<file path="config.mk">
export PLATFORM = sky130hd
export DESIGN_NAME = wb_slave_router_flat
export DESIGN_NICKNAME = d
export VERILOG_FILES = /design/src/rtl/wb_slave_router_if.sv /design/src/rtl/wb_slave_router.sv /design/src/flat_wrapper.sv
export SDC_FILE = /design/constraint.sdc
export NUM_CORES = 1
export LEC_CHECK = 0
export CAP_MARGIN = 20
export CELL_PAD_IN_SITES_DETAIL_PLACEMENT = 1
export CELL_PAD_IN_SITES_GLOBAL_PLACEMENT = 2
export CORE_UTILIZATION = 10
export DETAILED_ROUTE_END_ITERATION = 12
export PLACE_DENSITY_LB_ADDON = 0.1
export SETUP_SLACK_MARGIN = 0.3
export SYNTH_ARGS = -nofsm -noshare
export SYNTH_HDL_FRONTEND = slang
export SYNTH_SLANG_ARGS = --single-unit
export TNS_END_PERCENT = 20
</file>
<file path="constraint.sdc">
create_clock -name wb_clk_i -period 1.89 [get_ports wb_clk_i]
set_input_delay 0.378 -clock wb_clk_i [delete_from_list [all_inputs] [get_ports wb_clk_i]]
set_output_delay 0.378 -clock wb_clk_i [all_outputs]
set_load 0.01 [all_outputs]
</file>
<file path="src/rtl/wb_slave_router_if.sv">
// ---------------------------------------------------------------------------
// wb_slave_router_if
// Bus bundle for the single-master to N-slave Wishbone router.
//   wbm_*_i  master request into the router (adr/dat/sel/we/cyc/stb/cti/bte)
//   wbm_*_o  response back to the master (dat/ack/err/rty)
//   wbs_*_o  per-slave request, flattened num_slaves x field width
//   wbs_*_i  per-slave response, flattened num_slaves x field width
// Modports:
//   slave  - the router's view (it is the slave of the upstream master)
//   master - the surrounding environment (upstream master + slave devices)
// ---------------------------------------------------------------------------
interface wb_slave_router_if #(
    parameter int num_slaves = 2,
    parameter int aw         = 32,
    parameter int dw         = 32
);
    logic [aw-1:0]              wbm_adr_i;
    logic [dw-1:0]              wbm_dat_i;
    logic [dw/8-1:0]            wbm_sel_i;
    logic                       wbm_we_i;
    logic                       wbm_cyc_i;
    logic                       wbm_stb_i;
    logic [2:0]                 wbm_cti_i;
    logic [1:0]                 wbm_bte_i;

    logic [dw-1:0]              wbm_dat_o;
    logic                       wbm_ack_o;
    logic                       wbm_err_o;
    logic                       wbm_rty_o;

    logic [num_slaves*aw-1:0]   wbs_adr_o;
    logic [num_slaves*dw-1:0]   wbs_dat_o;
    logic [num_slaves*dw/8-1:0] wbs_sel_o;
    logic [num_slaves-1:0]      wbs_we_o;
    logic [num_slaves*3-1:0]    wbs_cti_o;
    logic [num_slaves*2-1:0]    wbs_bte_o;
    logic [num_slaves-1:0]      wbs_cyc_o;
    logic [num_slaves-1:0]      wbs_stb_o;

    logic [num_slaves*dw-1:0]   wbs_dat_i;
    logic [num_slaves-1:0]      wbs_ack_i;
    logic [num_slaves-1:0]      wbs_err_i;
    logic [num_slaves-1:0]      wbs_rty_i;

    modport slave (
        input  wbm_adr_i, wbm_dat_i, wbm_sel_i, wbm_we_i,
               wbm_cyc_i, wbm_stb_i, wbm_cti_i, wbm_bte_i,
        output wbm_dat_o, wbm_ack_o, wbm_err_o, wbm_rty_o,
        output wbs_adr_o, wbs_dat_o, wbs_sel_o, wbs_we_o,
               wbs_cti_o, wbs_bte_o, wbs_cyc_o, wbs_stb_o,
        input  wbs_dat_i, wbs_ack_i, wbs_err_i, wbs_rty_i
    );

    modport master (
        output wbm_adr_i, wbm_dat_i, wbm_sel_i, wbm_we_i,
               wbm_cyc_i, wbm_stb_i, wbm_cti_i, wbm_bte_i,
        input  wbm_dat_o, wbm_ack_o, wbm_err_o, wbm_rty_o,
        input  wbs_adr_o, wbs_dat_o, wbs_sel_o, wbs_we_o,
               wbs_cti_o, wbs_bte_o, wbs_cyc_o, wbs_stb_o,
        output wbs_dat_i, wbs_ack_i, wbs_err_i, wbs_rty_i
    );
endinterface

</file>
<file path="src/rtl/wb_slave_router.sv">
// ---------------------------------------------------------------------------
// wb_slave_router
// Fans one Wishbone master out to num_slaves slaves. The address is decoded
// on the first strobe of a cycle and the route is held until cyc drops.
// Unmapped addresses and slaves stalled for TIMEOUT strobe cycles are
// answered with wbm_err_o (one err per strobe, never on two cycles in a row).
// Ports:
//   wb_clk_i  clock
//   wb_rst    asynchronous, active-low reset
//   bus       wb_slave_router_if.slave (master request/response, slave ports)
// ---------------------------------------------------------------------------
module wb_slave_router #(
    parameter int                      num_slaves = 2,
    parameter int                      aw         = 32,
    parameter int                      dw         = 32,
    parameter logic [num_slaves*aw-1:0] MATCH_ADDR = {32'h1000_0000, 32'h0000_0000},
    parameter logic [num_slaves*aw-1:0] MATCH_MASK = {32'hF000_0000, 32'hF000_0000},
    parameter int                      TIMEOUT    = 255
) (
    input  logic                wb_clk_i,
    input  logic                wb_rst,
    wb_slave_router_if.slave    bus
);
    localparam int SW = (num_slaves > 1) ? $clog2(num_slaves) : 1;
    localparam int CW = (TIMEOUT > 0) ? $clog2(TIMEOUT + 1) : 1;

    typedef enum logic [1:0] {IDLE, ROUTE, ERROR, ABORT} state_t;

    state_t                state_q, state_d;
    logic [SW-1:0]         sel_q, sel_d;
    logic [CW-1:0]         cnt_q, cnt_d;
    logic                  err_q;

    logic                  hit;
    logic [SW-1:0]         hit_idx;
    logic [dw-1:0]         sel_dat;
    logic                  sel_ack, sel_err, sel_rty;
    logic [num_slaves-1:0] cyc_o, stb_o;
    logic [dw-1:0]         dat_o;
    logic                  ack_o, err_o, rty_o;

    // Request fields are broadcast; only cyc/stb carry the route.
    assign bus.wbs_adr_o = {num_slaves{bus.wbm_adr_i}};
    assign bus.wbs_dat_o = {num_slaves{bus.wbm_dat_i}};
    assign bus.wbs_sel_o = {num_slaves{bus.wbm_sel_i}};
    assign bus.wbs_we_o  = {num_slaves{bus.wbm_we_i}};
    assign bus.wbs_cti_o = {num_slaves{bus.wbm_cti_i}};
    assign bus.wbs_bte_o = {num_slaves{bus.wbm_bte_i}};

    // Address decode: first match in ascending index order wins.
    always_comb begin
        hit     = 1'b0;
        hit_idx = '0;
        for (int unsigned i = 0; i < num_slaves; i++) begin
            if (!hit && ((bus.wbm_adr_i & MATCH_MASK[i*aw +: aw]) ==
                         (MATCH_ADDR[i*aw +: aw] & MATCH_MASK[i*aw +: aw]))) begin
                hit     = 1'b1;
                hit_idx = SW'(i);
            end
        end
    end

    // Response mux from the locked slave.
    always_comb begin
        sel_dat = '0;
        sel_ack = 1'b0;
        sel_err = 1'b0;
        sel_rty = 1'b0;
        for (int unsigned i = 0; i < num_slaves; i++) begin
            if (SW'(i) == sel_q) begin
                sel_dat = bus.wbs_dat_i[i*dw +: dw];
                sel_ack = bus.wbs_ack_i[i];
                sel_err = bus.wbs_err_i[i];
                sel_rty = bus.wbs_rty_i[i];
            end
        end
    end

    always_comb begin
        state_d = state_q;
        sel_d   = sel_q;
        cnt_d   = '0;
        unique case (state_q)
            IDLE: begin
                if (bus.wbm_cyc_i && bus.wbm_stb_i) begin
                    if (hit) begin
                        state_d = ROUTE;
                        sel_d   = hit_idx;
                    end else begin
                        state_d = ERROR;
                    end
                end
            end
            ROUTE: begin
                if (!bus.wbm_cyc_i) begin
                    state_d = IDLE;
                end else if (TIMEOUT > 0 && bus.wbm_stb_i &&
                             !(sel_ack || sel_err || sel_rty)) begin
                    // A response in the last waiting cycle suppresses the abort.
                    cnt_d = cnt_q + 1'b1;
                    if (cnt_d == CW'(TIMEOUT)) begin
                        state_d = ABORT;
                    end
                end
            end
            ERROR, ABORT: begin
                if (!bus.wbm_cyc_i) begin
                    state_d = IDLE;
                end
            end
            default: state_d = IDLE;
        endcase
    end

    always_comb begin
        cyc_o = '0;
        stb_o = '0;
        dat_o = '0;
        ack_o = 1'b0;
        err_o = 1'b0;
        rty_o = 1'b0;
        unique case (state_q)
            ROUTE: begin
                for (int unsigned i = 0; i < num_slaves; i++) begin
                    if (SW'(i) == sel_q) begin
                        cyc_o[i] = bus.wbm_cyc_i;
                        stb_o[i] = bus.wbm_stb_i;
                    end
                end
                dat_o = sel_dat;
                ack_o = sel_ack;
                err_o = sel_err;
                rty_o = sel_rty;
            end
            // err_q gaps the pulses so a held strobe sees one err per strobe.
            ERROR, ABORT: err_o = bus.wbm_cyc_i & bus.wbm_stb_i & ~err_q;
            default: ;
        endcase
    end

    assign bus.wbs_cyc_o = cyc_o;
    assign bus.wbs_stb_o = stb_o;
    assign bus.wbm_dat_o = dat_o;
    assign bus.wbm_ack_o = ack_o;
    assign bus.wbm_err_o = err_o;
    assign bus.wbm_rty_o = rty_o;

    always_ff @(posedge wb_clk_i or negedge wb_rst) begin
        if (!wb_rst) begin
            state_q <= IDLE;
            sel_q   <= '0;
            cnt_q   <= '0;
            err_q   <= 1'b0;
        end else begin
            state_q <= state_d;
            sel_q   <= sel_d;
            cnt_q   <= cnt_d;
            err_q   <= err_o;
        end
    end
endmodule

</file>
<file path="src/flat_wrapper.sv">
// flat-port wrapper written by rule: the top's interface ports become plain ports
module wb_slave_router_flat 
#(
    parameter int                      num_slaves = 2,
    parameter int                      aw         = 32,
    parameter int                      dw         = 32,
    parameter logic [num_slaves*aw-1:0] MATCH_ADDR = {32'h1000_0000, 32'h0000_0000},
    parameter logic [num_slaves*aw-1:0] MATCH_MASK = {32'hF000_0000, 32'hF000_0000},
    parameter int                      TIMEOUT    = 255
)
  (wb_clk_i, wb_rst, bus_wbm_adr_i, bus_wbm_dat_i, bus_wbm_sel_i, bus_wbm_we_i, bus_wbm_cyc_i, bus_wbm_stb_i, bus_wbm_cti_i, bus_wbm_bte_i, bus_wbm_dat_o, bus_wbm_ack_o, bus_wbm_err_o, bus_wbm_rty_o, bus_wbs_adr_o, bus_wbs_dat_o, bus_wbs_sel_o, bus_wbs_we_o, bus_wbs_cti_o, bus_wbs_bte_o, bus_wbs_cyc_o, bus_wbs_stb_o, bus_wbs_dat_i, bus_wbs_ack_i, bus_wbs_err_i, bus_wbs_rty_i);
  wb_slave_router_if #(.num_slaves(num_slaves), .aw(aw), .dw(dw)) bus_i ();
  input  logic wb_clk_i;
  input  logic wb_rst;
  input wire logic [$bits(bus_i.wbm_adr_i)-1:0] bus_wbm_adr_i;
  input wire logic [$bits(bus_i.wbm_dat_i)-1:0] bus_wbm_dat_i;
  input wire logic [$bits(bus_i.wbm_sel_i)-1:0] bus_wbm_sel_i;
  input wire logic [$bits(bus_i.wbm_we_i)-1:0] bus_wbm_we_i;
  input wire logic [$bits(bus_i.wbm_cyc_i)-1:0] bus_wbm_cyc_i;
  input wire logic [$bits(bus_i.wbm_stb_i)-1:0] bus_wbm_stb_i;
  input wire logic [$bits(bus_i.wbm_cti_i)-1:0] bus_wbm_cti_i;
  input wire logic [$bits(bus_i.wbm_bte_i)-1:0] bus_wbm_bte_i;
  output wire logic [$bits(bus_i.wbm_dat_o)-1:0] bus_wbm_dat_o;
  output wire logic [$bits(bus_i.wbm_ack_o)-1:0] bus_wbm_ack_o;
  output wire logic [$bits(bus_i.wbm_err_o)-1:0] bus_wbm_err_o;
  output wire logic [$bits(bus_i.wbm_rty_o)-1:0] bus_wbm_rty_o;
  output wire logic [$bits(bus_i.wbs_adr_o)-1:0] bus_wbs_adr_o;
  output wire logic [$bits(bus_i.wbs_dat_o)-1:0] bus_wbs_dat_o;
  output wire logic [$bits(bus_i.wbs_sel_o)-1:0] bus_wbs_sel_o;
  output wire logic [$bits(bus_i.wbs_we_o)-1:0] bus_wbs_we_o;
  output wire logic [$bits(bus_i.wbs_cti_o)-1:0] bus_wbs_cti_o;
  output wire logic [$bits(bus_i.wbs_bte_o)-1:0] bus_wbs_bte_o;
  output wire logic [$bits(bus_i.wbs_cyc_o)-1:0] bus_wbs_cyc_o;
  output wire logic [$bits(bus_i.wbs_stb_o)-1:0] bus_wbs_stb_o;
  input wire logic [$bits(bus_i.wbs_dat_i)-1:0] bus_wbs_dat_i;
  input wire logic [$bits(bus_i.wbs_ack_i)-1:0] bus_wbs_ack_i;
  input wire logic [$bits(bus_i.wbs_err_i)-1:0] bus_wbs_err_i;
  input wire logic [$bits(bus_i.wbs_rty_i)-1:0] bus_wbs_rty_i;
  assign bus_i.wbm_adr_i = bus_wbm_adr_i;
  assign bus_i.wbm_dat_i = bus_wbm_dat_i;
  assign bus_i.wbm_sel_i = bus_wbm_sel_i;
  assign bus_i.wbm_we_i = bus_wbm_we_i;
  assign bus_i.wbm_cyc_i = bus_wbm_cyc_i;
  assign bus_i.wbm_stb_i = bus_wbm_stb_i;
  assign bus_i.wbm_cti_i = bus_wbm_cti_i;
  assign bus_i.wbm_bte_i = bus_wbm_bte_i;
  assign bus_wbm_dat_o = bus_i.wbm_dat_o;
  assign bus_wbm_ack_o = bus_i.wbm_ack_o;
  assign bus_wbm_err_o = bus_i.wbm_err_o;
  assign bus_wbm_rty_o = bus_i.wbm_rty_o;
  assign bus_wbs_adr_o = bus_i.wbs_adr_o;
  assign bus_wbs_dat_o = bus_i.wbs_dat_o;
  assign bus_wbs_sel_o = bus_i.wbs_sel_o;
  assign bus_wbs_we_o = bus_i.wbs_we_o;
  assign bus_wbs_cti_o = bus_i.wbs_cti_o;
  assign bus_wbs_bte_o = bus_i.wbs_bte_o;
  assign bus_wbs_cyc_o = bus_i.wbs_cyc_o;
  assign bus_wbs_stb_o = bus_i.wbs_stb_o;
  assign bus_i.wbs_dat_i = bus_wbs_dat_i;
  assign bus_i.wbs_ack_i = bus_wbs_ack_i;
  assign bus_i.wbs_err_i = bus_wbs_err_i;
  assign bus_i.wbs_rty_i = bus_wbs_rty_i;
  wb_slave_router #(.num_slaves(num_slaves), .aw(aw), .dw(dw), .MATCH_ADDR(MATCH_ADDR), .MATCH_MASK(MATCH_MASK), .TIMEOUT(TIMEOUT)) u_core (.wb_clk_i(wb_clk_i), .wb_rst(wb_rst), .bus(bus_i));
endmodule
</file>
After elaboration in Yosys (flattened, before gate mapping)
Cells that the tools add are included.

storage, ports and cells
  bits in registers = 12
  input bits = 148
  output and inout bits = 187
  word-level logic and storage cells = 56

cells by class
  add/sub/neg operators = 1
  eq/ne operators = 9
  muxes and demuxes = 27
  bitwise logic cells = 3
  reduce and logical (&&, ||, !) cells = 12

operators with widths
  kind                 count
  $mux 32              2
  $logic_not 32->1     1
  $mux 8               3
  $mux 2               8
  $mux 1               12
  $add 8x1->8 const B  1
  $eq 8x8->1 const B   1
  $ne 3x2->1 const B   2
  $pmux 2 s3           1
  $eq 2x2->1 const B   2
  $eq 4x1->1 const B   1
  $reduce_and 4->1     1
  $logic_and 1x1->1    3
  $reduce_and 3->1     1
  $and 1x1->1          2
  $eq 2x1->1 const B   1
  $logic_not 1->1      2
  $logic_not 2->1      1
  $logic_or 1x1->1     2
  $ne 2x1->1 const B   1
  $ne 2x2->1 const B   1
  $pmux 1 s2           1
  $reduce_or 2->1      1
  $not 1->1            1

Logic depth before layout (Yosys ltp)
  word-level depth = 8
  mapped depth = 5

Worst setup path before layout
Ideal clock, no wire load.

  path type = register to output
  from = reg u_core.sel_q
  to = out bus_wbm_dat_o[16]
  data arrival time = 1.257 ns
  data required time = 1.512 ns
  slack = 0.255 ns
  stages on the path, launching flop included = 6
  cell sequence = dfrtp_1 > buf_2 > buf_2 > buf_2 > mux2i_1 > nor2_1

on the way
  cells in the longest elaborated chain, start to end = 2

RTL lines
  what                      line                    RTL
  start: declaration        wb_slave_router.sv:30   logic [SW-1:0] sel_q, sel_d;
  start signal: assignment  wb_slave_router.sv:156  sel_q <= sel_d;
  $mux 32                   wb_slave_router.sv:70   if (SW'(i) == sel_q) begin
  $mux 32                   wb_slave_router.sv:122  unique case (state_q)
  end: declaration          flat_wrapper.sv:23      output wire logic [$bits(bus_i.wbm_dat_o)-1:0] bus_wbm_dat_o;

Every way passes these cells.

Worst setup path after layout
  from = in bus_wbm_adr_i[31]
  to = out bus_wbs_adr_o[31]

RTL lines
  what                line                RTL
  start: declaration  flat_wrapper.sv:15  input wire logic [$bits(bus_i.wbm_adr_i)-1:0] bus_wbm_adr_i;
  end: declaration    flat_wrapper.sv:27  output wire logic [$bits(bus_i.wbs_adr_o)-1:0] bus_wbs_adr_o;

No word-level cell between the ends.

==> impl_results.html <==
<table>
<tr><th>Metric</th><th>Value</th></tr>
<tr><th colspan="2">Status</th></tr>
<tr><td>Outcome</td><td>completed</td></tr>
<tr><th colspan="2">Clocking</th></tr>
<tr><td>Reg clk slew, reported paths</td><td>0.05 ns</td></tr>
<tr><td>TritonCTS clock tree</td><td>done</td></tr>
<tr><td>Maximum clock path buffer count</td><td>2</td></tr>
<tr><td>Number of CTS-inserted buffers</td><td>3</td></tr>
<tr><td>CTS Root Buffer Type</td><td>sky130_fd_sc_hd__clkbuf_16</td></tr>
<tr><td>Number of clock sinks</td><td>12</td></tr>
<tr><td>Post-CTS Hold Fix Bufs</td><td>0</td></tr>
<tr><td>Clock latency reported for the late side of the worst-skew pair</td><td>0.24 ns</td></tr>
<tr><td>Count of H-tree levels built during CTS</td><td>1</td></tr>
<tr><th colspan="2">Worst setup path</th></tr>
<tr><td>Crit path max-delay family</td><td>buffers and inverters</td></tr>
<tr><td>Maximum fanout along the worst path</td><td>4</td></tr>
<tr><td>Cell breakdown of the critical path</td><td>clkdlybuf4s50_1 -&gt; clkdlybuf4s50_1</td></tr>
<tr><td>Most numerous cell on the critical path</td><td>sky130_fd_sc_hd__clkdlybuf4s50_1</td></tr>
<tr><td>CP Data Arrival Time</td><td>1.48 ns</td></tr>
<tr><td>Cells on worst reg2reg path</td><td>8</td></tr>
<tr><td>Largest stage delay on the critical path</td><td>0.56 ns</td></tr>
<tr><td>Worst setup SP type</td><td>primary input</td></tr>
<tr><td>Buffer and inverter count on the worst path</td><td>2</td></tr>
<tr><td>Required time of the critical path</td><td>1.51 ns</td></tr>
<tr><td>CP Capture Type</td><td>output pin</td></tr>
<tr><td>Setup slack, reg-to-reg</td><td>0.22 ns</td></tr>
<tr><td>RR Startpoint</td><td>u_core.sel_q$_DFFE_PN0P_</td></tr>
<tr><td>Worst Path Class, Setup</td><td>primary input to output pin</td></tr>
<tr><td>Slowest stage cell, crit path</td><td>sky130_fd_sc_hd__clkdlybuf4s50_1</td></tr>
<tr><td>End of the worst register-to-register path</td><td>u_core.state_q[1]$_DFFE_PN0P_</td></tr>
<tr><th colspan="2">Place</th></tr>
<tr><td>Gp weighted congestion</td><td>0.599</td></tr>
<tr><td>Pre-CTS worst setup slack</td><td>-0.531 ns</td></tr>
<tr><td>Count of input and output buffers</td><td>124</td></tr>
<tr><td>Cell area after placement</td><td>2920 sq um</td></tr>
<tr><td>HPWL after detailed placement</td><td>6440 um</td></tr>
<tr><td>Cells after DPL</td><td>567</td></tr>
<tr><th colspan="2">Logic synthesis</th></tr>
<tr><td>Post-synth EDFFs</td><td>0</td></tr>
<tr><td>Ranking of synthesized cells by area</td><td>sky130_fd_sc_hd__buf_4 48%, sky130_fd_sc_hd__mux2i_1 15%, sky130_fd_sc_hd__dfrtp_1 13%</td></tr>
<tr><td>Distinct cells, synth</td><td>36</td></tr>
<tr><td>Number of cells produced by synthesis</td><td>299</td></tr>
<tr><td>Post-synthesis cell area</td><td>2320 sq um</td></tr>
<tr><td>Async set or reset register ratio after synthesis</td><td>100%</td></tr>
<tr><td>Top-count cell post-synth</td><td>sky130_fd_sc_hd__buf_4</td></tr>
<tr><td>Commonest cells in the netlist</td><td>148 x sky130_fd_sc_hd__buf_4, 43 x sky130_fd_sc_hd__nor2_1, 35 x sky130_fd_sc_hd__mux2i_1</td></tr>
<tr><td>Number of register bits inferred by synthesis</td><td>12</td></tr>
<tr><td>Post-Synthesis Mean Instance Area</td><td>7.77 sq um</td></tr>
<tr><td>Synth Warn #</td><td>0</td></tr>
<tr><td>Share of the synthesized area in the top cell type</td><td>47.8%</td></tr>
<tr><td>Syn_nets</td><td>449</td></tr>
<tr><td>Sequential fraction of the synthesis area</td><td>12.9%</td></tr>
<tr><td>Leading register cell type out of synthesis</td><td>sky130_fd_sc_hd__dfrtp_1</td></tr>
<tr><td>Cell type contributing the most total cell area after synthesis</td><td>sky130_fd_sc_hd__buf_4</td></tr>
<tr><th colspan="2">Final layout</th></tr>
<tr><td>P&amp;R area growth vs syn</td><td>29.8%</td></tr>
<tr><td>Antenna Diode Count</td><td>0</td></tr>
<tr><td>Post-route insts no fill</td><td>578</td></tr>
<tr><td>Summed area of non-filler cells in the final layout</td><td>3020 sq um</td></tr>
<tr><td>Utilization of the core after routing</td><td>13.3%</td></tr>
<tr><td># nets final</td><td>444</td></tr>
<tr><td>Fraction of final layout cells with drive strength greater than 1</td><td>23.5%</td></tr>
<tr><th colspan="2">Timing</th></tr>
<tr><td>Highest Clock Rate</td><td>539 MHz</td></tr>
<tr><td>Setup repair after global routing missed its margin</td><td>true</td></tr>
<tr><td>Fin. Hold Viols</td><td>0</td></tr>
<tr><td>Final setup viols</td><td>0</td></tr>
<tr><td>Clock period minus final worst setup slack</td><td>1.86 ns</td></tr>
<tr><td>Part of the cycle the worst path needs</td><td>98.2%</td></tr>
<tr><td>Worst max-slew margin expressed relative to the limit</td><td>73.7%</td></tr>
<tr><td>Worst Slack Setup Final</td><td>0.0342 ns</td></tr>
<tr><td>Final-report max-slew violation count</td><td>0</td></tr>
<tr><td>Worst setup skew after layout</td><td>0.00236 ns</td></tr>
<tr><td>Worst Max-Slew Pin Slew</td><td>0.389 ns</td></tr>
<tr><th colspan="2">Detailed routing</th></tr>
<tr><td>1st-iter DRT viols</td><td>41</td></tr>
<tr><td>Post-detailed-routing wire length</td><td>8320 um</td></tr>
<tr><td>First drt pass iteration count</td><td>3</td></tr>
<tr><td>Routed via count divided by cell count</td><td>2.99</td></tr>
<tr><td>Antenna Violating Nets Remaining</td><td>0</td></tr>
<tr><td>Routed wirelength normalized by instance count</td><td>14.4 um</td></tr>
<tr><td>Routed via count</td><td>1729</td></tr>
<tr><td>DRC</td><td>0</td></tr>
<tr><th colspan="2">Die</th></tr>
<tr><td>I/O Pins</td><td>335</td></tr>
<tr><td>Die boundary width</td><td>154 um</td></tr>
<tr><td>Placeable core area</td><td>22700 sq um</td></tr>
<tr><td>Initial core utilization</td><td>10.2%</td></tr>
<tr><td>Die Footprint</td><td>23800 sq um</td></tr>
<tr><td>Die outline height</td><td>154 um</td></tr>
<tr><td>Cell row count</td><td>55</td></tr>
<tr><th colspan="2">Global route</th></tr>
<tr><td>Number of global-route vias before repair</td><td>1917</td></tr>
<tr><td>Initial antenna violation count</td><td>0</td></tr>
<tr><td>Pin count of the biggest net entering global routing</td><td>35</td></tr>
<tr><td>Remaining Overflow, GRT</td><td>0</td></tr>
<tr><td>First-pass GRT wire length</td><td>11900 um</td></tr>
<tr><td>All-Layer GR Usage</td><td>6.60%</td></tr>
<tr><th colspan="2">Power and ir drop</th></tr>
<tr><td>Peak supply drop</td><td>306 uV</td></tr>
<tr><td>Power per Cell Area</td><td>467 nW/um^2</td></tr>
<tr><td>Leakage</td><td>1.25 nW</td></tr>
<tr><th colspan="2">Flow run</th></tr>
<tr><td>Reported max-cap violation count</td><td>0</td></tr>
<tr><th colspan="2">Worst hold path</th></tr>
<tr><td>Tightest Hold Check Type</td><td>primary input to async pin</td></tr>
</table>
==> layer usage <==
layer  track usage (%)  up-vias  part of all wire [%]
li1                  -      812                     -
met1              7.41      788                    42
met2              11.4       97                    45
met3              2.44       32                   9.8
met4              2.50        0                   3.1
met5                 0        -                     0
==> where the power goes <==
| part | total (W) | leakage [nW] | internal [W] | switching, W |
|---|---|---|---|---|
| clock network | 0.000398 | 0.0382 | 0.000284 | 0.000113 |
| registers | 0.000274 | 0.163 | 0.000267 | 0.00000694 |
| logic | 0.000735 | 1.05 | 0.000461 | 0.000274 |
==> worst max path at each step <==
stage | start | end | slack [ns] | cells after the start
6_report | bus_wbm_adr_i[31] | bus_wbs_adr_o[31] | 0.03 | 2
5_1_grt | u_core.state_q[1]$_DFFE_PN0P_ | bus_wbs_cyc_o[0] | 0.009 | 6
4_1_cts | bus_wbm_adr_i[31] | bus_wbs_adr_o[31] | 0.02 | 2
3_5_place_dp | bus_wbs_err_i[1] | bus_wbm_err_o | -0.53 | 4
3_3_place_gp | bus_wbs_err_i[0] | bus_wbm_err_o | -0.51 | 4
2_1_floorplan | u_core.sel_q$_DFFE_PN0P_ | bus_wbm_dat_o[16] | 0.33 | 5
==> kinds of logic after synthesis <==
group                    after synthesis  synth area share (%)
XOR/XNOR                               5                  1.89
AO/OA/AOI/OAI                         13                  3.93
multiplexers                          36                  15.6
flip-flops                            12                  12.9
adder cells (fa/ha/maj)                2                  1.08
AND/OR/NAND/NOR                       70                  14.1
buffers and inverters                161                  50.5
==> repair_timing <==
| action | 4_1_cts | 5_1_grt |
|---|---|---|
| gates resized for setup | 114 | 40 |
| hold endpoints to repair | 0 | 0 |
| buffers inserted | 3 | 1 |
| setup endpoints to repair | 57 | 57 |
| pin swaps | 0 | 3 |
| gates cloned | 2 | 1 |
==> registers in the layout (all words and copies together), names as in the netlist <==
| signal | flops |
|---|---|
| u_core.err_q | 1 |
| u_core.cnt_q | 8 |
| u_core.sel_q | 1 |
| u_core.state_q | 2 |
==> cells in the final DEF, fill, tap and decap left out, types with 2 or more instances in the layout <==
cell type	synthesis	final
sky130_fd_sc_hd__ha_1	2	2
sky130_fd_sc_hd__mux2i_1	35	33
sky130_fd_sc_hd__and3_1	3	3
sky130_fd_sc_hd__clkbuf_16	0	4
sky130_fd_sc_hd__o21ai_0	3	2
sky130_fd_sc_hd__nand3b_1	2	2
sky130_fd_sc_hd__buf_12	0	4
sky130_fd_sc_hd__dlygate4sd2_1	0	4
sky130_fd_sc_hd__nor2_1	43	43
sky130_fd_sc_hd__nor2b_1	2	2
sky130_fd_sc_hd__clkdlybuf4s50_1	0	82
sky130_fd_sc_hd__a21oi_1	3	3
sky130_fd_sc_hd__xor2_1	4	4
sky130_fd_sc_hd__inv_1	2	2
sky130_fd_sc_hd__buf_16	0	2
sky130_fd_sc_hd__clkdlybuf4s15_1	0	5
sky130_fd_sc_hd__dfrtp_1	12	11
sky130_fd_sc_hd__a31oi_1	2	2
sky130_fd_sc_hd__nand3_1	2	2
sky130_fd_sc_hd__nand2_1	5	5
sky130_fd_sc_hd__and2_4	1	2
sky130_fd_sc_hd__clkbuf_2	1	4
sky130_fd_sc_hd__buf_2	4	25
sky130_fd_sc_hd__clkdlybuf4s15_2	0	2
sky130_fd_sc_hd__nor3b_1	2	2
sky130_fd_sc_hd__buf_4	148	18
sky130_fd_sc_hd__nor3_1	2	2
==> stage by stage <==
stage	hold slack, ns	TNS (ns)	total power, W
floorplan	0.0824	0	0.000871
global placement	0.516	-3.17	0.000908
detailed placement	0.515	-3.00	0.000908
CTS	0.449	0	0.00145
global route	0.462	0	0.00150
finish	0.443	0	0.00141
==> final cells by class <==
| class | instances | area [sq um] |
|---|---|---|
| Fill cell | 2694 | 19700 |
| Timing Repair Buffer | 149 | 1390 |
| Multi-Input combinational cell | 126 | 878 |
| Tap cell | 285 | 357 |
| Sequential cell | 12 | 302 |
| Clock buffer | 4 | 78.8 |
| Inverter | 2 | 7.51 |
Note: power is estimated with default switching activity, not from simulation.
